<file path="config.mk">
export PLATFORM = sky130hd
export DESIGN_NAME = pipe_shifter
export DESIGN_NICKNAME = d
export VERILOG_FILES = /design/src/rtl/pipe_shifter.sv
export SDC_FILE = /design/constraint.sdc
export NUM_CORES = 1
export LEC_CHECK = 0
export CORE_MARGIN = 1
export CORE_UTILIZATION = 62
export DETAILED_ROUTE_END_ITERATION = 8
export HOLD_SLACK_MARGIN = 0.05
export PLACE_DENSITY = 0.86
export SLEW_MARGIN = 30
export SYNTH_ARGS = -nofsm -noshare
export SYNTH_HDL_FRONTEND = slang
export SYNTH_SLANG_ARGS = --single-unit
</file>
<file path="constraint.sdc">
create_clock -name CLK -period 3.93 [get_ports CLK]
set_clock_uncertainty 0.05 [all_clocks]
set_input_delay 0.786 -clock CLK [delete_from_list [all_inputs] [get_ports CLK]]
set_output_delay 0.786 -clock CLK [all_outputs]
set_load 0.05 [all_outputs]
</file>
<file path="src/rtl/pipe_shifter.sv">
// Pipelined barrel shifter (SRL/SLL/SRA/ROL), one amount bit per stage; result LVL-1 edges after accept.
// Backpressure: the whole pipe stalls when the output holds an unconsumed result (IN_READY = !OUT_VALID || OUT_READY).
module pipe_shifter #(
  parameter int WIDTH   = 32,
  parameter int S_WIDTH = 32
) (
  input  logic               CLK,
  input  logic               RST,
  input  logic               IN_VALID,
  output logic               IN_READY,
  input  logic [WIDTH-1:0]   IN_D,
  input  logic [S_WIDTH-1:0] IN_S,
  input  logic [1:0]         IN_MODE,
  output logic               OUT_VALID,
  input  logic               OUT_READY,
  output logic [WIDTH-1:0]   OUT_Y,
  output logic               OUT_ZERO
);

  localparam int LVL = $clog2(WIDTH);

  localparam logic [1:0] MODE_SRL = 2'b00;
  localparam logic [1:0] MODE_SLL = 2'b01;
  localparam logic [1:0] MODE_SRA = 2'b10;
  localparam logic [1:0] MODE_ROL = 2'b11;

  logic adv;

  logic             stVld  [LVL];
  logic [WIDTH-1:0] stData [LVL];
  logic [1:0]       stMode [LVL];
  logic [LVL-1:0]   stAmt  [LVL];
  logic             stSign [LVL];
  logic             stOvf  [LVL];
  logic             stZero;

  logic             inVld   [LVL];
  logic [WIDTH-1:0] inData  [LVL];
  logic [1:0]       inMode  [LVL];
  logic [LVL-1:0]   inAmt   [LVL];
  logic             inSign  [LVL];
  logic             inOvf   [LVL];
  logic [WIDTH-1:0] nxtData [LVL];

  function automatic logic [WIDTH-1:0] shiftStep(
    input logic [WIDTH-1:0] d,
    input logic [1:0]       mode,
    input logic             sign,
    input int               sh
  );
    logic [WIDTH-1:0] r;
    r = '0;
    case (mode)
      MODE_SRL: r = d >> sh;
      MODE_SLL: r = d << sh;
      MODE_SRA: r = (d >> sh) | (sign ? ~({WIDTH{1'b1}} >> sh) : '0);
      MODE_ROL: r = (d << sh) | (d >> (WIDTH - sh));
    endcase
    return r;
  endfunction

  assign adv       = !stVld[LVL-1] || OUT_READY;
  assign IN_READY  = adv;
  assign OUT_VALID = stVld[LVL-1];
  assign OUT_Y     = stData[LVL-1];
  assign OUT_ZERO  = stZero;

  always_comb begin
    inVld[0]  = IN_VALID;
    inData[0] = IN_D;
    inMode[0] = IN_MODE;
    inAmt[0]  = IN_S[LVL-1:0];
    inSign[0] = IN_D[WIDTH-1];
    inOvf[0]  = |IN_S[S_WIDTH-1:LVL];
    for (int k = 1; k < LVL; k++) begin
      inVld[k]  = stVld[k-1];
      inData[k] = stData[k-1];
      inMode[k] = stMode[k-1];
      inAmt[k]  = stAmt[k-1];
      inSign[k] = stSign[k-1];
      inOvf[k]  = stOvf[k-1];
    end
    for (int k = 0; k < LVL; k++) begin
      nxtData[k] = inAmt[k][k] ? shiftStep(inData[k], inMode[k], inSign[k], 1 << k) : inData[k];
    end
    // Oversized amounts saturate in the last stage; rotate just wraps modulo WIDTH.
    if (inOvf[LVL-1] && inMode[LVL-1] != MODE_ROL) begin
      nxtData[LVL-1] = {WIDTH{inMode[LVL-1] == MODE_SRA && inSign[LVL-1]}};
    end
  end

  always_ff @(posedge CLK) begin
    if (RST) begin
      for (int k = 0; k < LVL; k++) begin
        stVld[k]  <= 1'b0;
        stData[k] <= '0;
        stMode[k] <= '0;
        stAmt[k]  <= '0;
        stSign[k] <= 1'b0;
        stOvf[k]  <= 1'b0;
      end
      stZero <= 1'b0;
    end else if (adv) begin
      for (int k = 0; k < LVL; k++) begin
        stVld[k] <= inVld[k];
        if (inVld[k]) begin
          stData[k] <= nxtData[k];
          stMode[k] <= inMode[k];
          stAmt[k]  <= inAmt[k];
          stSign[k] <= inSign[k];
          stOvf[k]  <= inOvf[k];
        end
      end
      if (inVld[LVL-1]) begin
        stZero <= (nxtData[LVL-1] == '0);
      end
    end
  end

endmodule
</file>
======== Word level (Yosys, flattened, before mapping) ========
Memories as Yosys holds them, arrays and structs flattened.
Cells that the tools add are included.
storage, ports and cells
  register bits after elaboration ......... 1
  bits in writable memories ............... 210
  output and inout port bits .............. 35
  memories kept ........................... 6
memory list
  name    depth  bits a word  read ports  clocked after memory_dff  wr ports  RTL line  source
  stData  5      32           5           0                         5         30        logic [WIDTH-1:0] stData [LVL];
  stAmt   5      5            4           0                         5         32        logic [LVL-1:0] stAmt [LVL];
  stMode  5      2            4           0                         5         31        logic [1:0] stMode [LVL];
  stOvf   5      1            4           0                         5         34        logic stOvf [LVL];
  stSign  5      1            4           0                         5         33        logic stSign [LVL];
  stVld   5      1            5           0                         5         29        logic stVld [LVL];
cells by class
  equality and inequality tests ........... 16
  muxes and demuxes ....................... 71
  bitwise logic cells ..................... 40
  reductions and logical operators ........ 12
operators with widths
  cell                  number
  $pmux W32 S4          5
  $mux W32              16
  $mux W1               40
  $logic_not A32 Y1     1
  $or A16 B32 Y32       1
  $or A24 B32 Y32       1
  $or A28 B32 Y32       1
  $or A30 B32 Y32       1
  $or A31 B32 Y32       1
  $or A32 B1 Y32        1
  $or A32 B16 Y32       1
  $or A32 B2 Y32        1
  $or A32 B4 Y32        1
  $or A32 B8 Y32        1
  $or A1 B1 Y1          30
  $reduce_or A27 Y1     1
  $mux W5               5
  $eq A2 B2 Y1 const B  10
  $eq A2 B1 Y1 const B  5
  $logic_not A2 Y1      5
  $mux W2               5
  $logic_and A1 B1 Y1   2
  $ne A2 B2 Y1 const B  1
  $reduce_and A2 Y1     1
  other kinds (2)       2

======== Logic depth before layout (Yosys ltp) ========
  depth in word-level cells ............... 6
  depth in mapped cells ................... 8
  depth with buffers taken out ............ 6

======== Worst setup path before layout ========
Ideal clock, no wire load.
  path kind ............................... input to register
  from .................................... input OUT_READY
  to ...................................... memory stAmt[0][1] (netlist name) (enable)
  library setup time ...................... 0.399 ns
  arrival ................................. 2.651 ns
  slack ................................... 0.829 ns
  cell stages on the path ................. 4
  buffers on the path ..................... 0
  cell sequence ........................... nand2b_1 nor2b_1 and2_1 or2_1
RTL lines
  what         RTL line  source
  from (decl)  15        input logic OUT_READY,
  to (decl)    32

======== Final worst setup path ========
  from .................................... input OUT_READY
  to ...................................... output IN_READY
between the ends
  word-level cells in the longest chain between the ends .. 1
ends and longest elaborated chain
  what                RTL line  source
  $logic_or A1 B1 Y1  62        assign adv = !stVld[LVL-1] || OUT_READY;
  to (decl)           10        output logic IN_READY,
Every way passes these cells.

==> summary.txt <==
Worst-path clk slew: 0.07 ns
clock sinks: 192
Unique masters post-synth: 44
GPL Wtd Cong: 0.991
Setup Viol. Count Final: 0
FF-to-FF setup slack: 1.07 ns
M2 GR Usage: 45.4%
Crit Reg-Reg Endpoint: OUT_ZERO
run status: finished clean
register area: 5760 µm²
post_cts resized: 0
DP HPWL: 14500 µm
Yosys reg bits: 192
CP Capture Type: primary output
Antenna diodes: 0
global route total overflow: 0
via-per-instance ratio: 6.04
HP Class: reg2reg
Setup WS post-layout: 0.869 ns
Die X: 130 µm
initial antenna violation count: 0
Placement Cell Area: 11400 µm²
f_max: 0.327 GHz
worst-path maximum fanout: 4
post-synthesis sequential area ratio: 56.4%
Inst Count DP: 1182
first-pass GRT wire length: 33100 µm
final hold viol count: 0
Mapped Cells: 920
setup_tns: 0 ns
relative slew slack: 40.4%
Layout Area Growth over Synthesis: 17.0%
M1 GR Usage: 29.6%
Synthesized Nets: 990
Reg2Reg Depth: 6
Synth Flop Type: edfxtp_1
last element of the critical path: IN_READY
busiest grt layer: met2
share of layout cells above drive strength 1: 7.41%
final core occ: 74.7%
min cycle time layout: 3.06 ns
total power: 5.08 mW
crit path kind: in2out
clock latency on the worst-skew pair: 0.43 ns
reg-to-reg critical path startpoint: stMode[0][6]
Post-synth EDFFs: 191
syn avg cell area: 11.1 µm²
Async S/R FF share, synth: 0%
WP data arrival: 2.22 ns
worst hold slack: 0.414 ns
met3 global-route usage: 4.02%
Worst-Margin Slew: 0.894 ns
H-tree Lvls: 4
HP Start: OUT_ZERO
most common cell after layout, fill and taps aside: edfxtp_1
RSZ-0062 raised after global routing: false
most frequent cells in the layout: edfxtp_1 (191), nor2_1 (156), a211oi_1 (107), clkdlybuf4s50_1 (102), mux2i_1 (98)
Synthesis Warnings: 0
DRT iter0 DRCs: 506
final non-filler cell total: 1214
Mapped Area: 10200 µm²
Max-Cap Viols: 0
DRC: 0
row count: 46
Clock Path Buffers: 2
final cycle utilization of the critical path: 77.9%
Boundary Pins: 105
Core ar.: 16000 µm²
Initial Util: 63.8%
fin. max-slew vios: 0
leakage: 4.26 nW
Layout Nets: 1055
CTS Buf Count: 17
Place WS: 0.898 ns
I/O Buffers: 104
Die H: 130 µm
Worst Setup SP: OUT_READY
antenna-violating nets left: 0
pwr/cell area: 425 nW/µm²
Post-CTS Setup Bufs: 0
multi-input gate area in the final layout: 4140 µm²
CP required: 3.09 ns
largest net degree at the start of global routing: 62
Max VDD drop: 0.339 mV
Avg WL per Cell: 16.8 µm
Routed WL: 20500 µm
die area: 17000 µm²
Post-CTS Hold Fix Bufs: 0
final instance area: 11900 µm²
clock root cell: clkbuf_16
Setup crit start kind: input pin
vias in the first global route: 6608
Total GRT Usage: 25.5%
via count: 7327
CTS tree: yes
fill count: 1100
drt pass-1 iters: 5
[where the power goes]
group	switching, mW	internal (mW)	leakage (nW)
Clock	0.752	0.882	0.281
Sequential	0.154	2.46	2.00
Combinational	0.483	0.341	1.98
[cell type report]
class / count / area share (%)
sequential: 192 / 48.2
inverter: 2 / 0.0628
clock inverter: 15 / 1.15
tap: 216 / 2.26
multi-input combinational: 646 / 34.6
clock buffer: 17 / 3.56
timing repair buffer: 126 / 10.2
[how the worst min path moves through the flow]
| stage | to | slack (ns) | depth (start not counted) |
|---|---|---|---|
| 6_report | OUT_ZERO | 0.41 | 2 |
| 3_5_place_dp | OUT_ZERO | 0.41 | 2 |
| 5_1_grt | OUT_ZERO | 0.45 | 2 |
| 4_1_cts | OUT_ZERO | 0.42 | 2 |
| 2_1_floorplan | stAmt[0][13] | 0.45 | 1 |
| 3_3_place_gp | OUT_ZERO | 0.40 | 2 |
[registers in the layout, indices dropped and copies added, names as in the netlist]
register and flops:
stAmt 10, stSign 4, OUT_ZERO 1, stVld 5
stData 160, stOvf 4, stMode 8
[worst max-delay path, cell delays in order]
cell and delay, ns:
clkdlybuf4s50_1 0.44, nand2b_1 0.17, clkdlybuf4s50_1 0.83
[metal layers]
| metal | vias to the layer above | share of wire (%) |
|---|---|---|
| li1 | 3625 | - |
| met1 | 3369 | 40 |
| met2 | 275 | 52 |
| met3 | 58 | 4.2 |
| met4 | 0 | 4.1 |
| met5 | - | 0 |
[synth_stat cells, types with 11 or more instances]
cell type	number	share of area [%]
o21bai_1	13	0.96
nand2_1	44	1.6
clkbuf_1	53	1.9
a211oi_1	107	7.9
nor2b_1	13	0.80
nor2_1	156	5.7
edfxtp_1	191	56
a21oi_1	48	2.4
buf_2	12	0.59
o211ai_1	16	1.2
nor3_1	15	0.74
buf_1	14	0.51
nand3_1	11	0.54
and2_1	32	2.0
nor4_1	13	0.80
mux2_2	11	1.2
mux2i_1	98	9.6
[cell families (layout without fill, tap and decap cells)]
group                  Yosys count  count (layout)  share of synthesized area [%]
and+or+nand+nor                311             311                           14.1
buffers and inverters           82             160                           3.27
muxes                          110             110                           10.9
AOI/OAI and AO/OA              225             225                           15.3
DFF                            192             192                           56.4
Power figures use the tool's default switching activity.
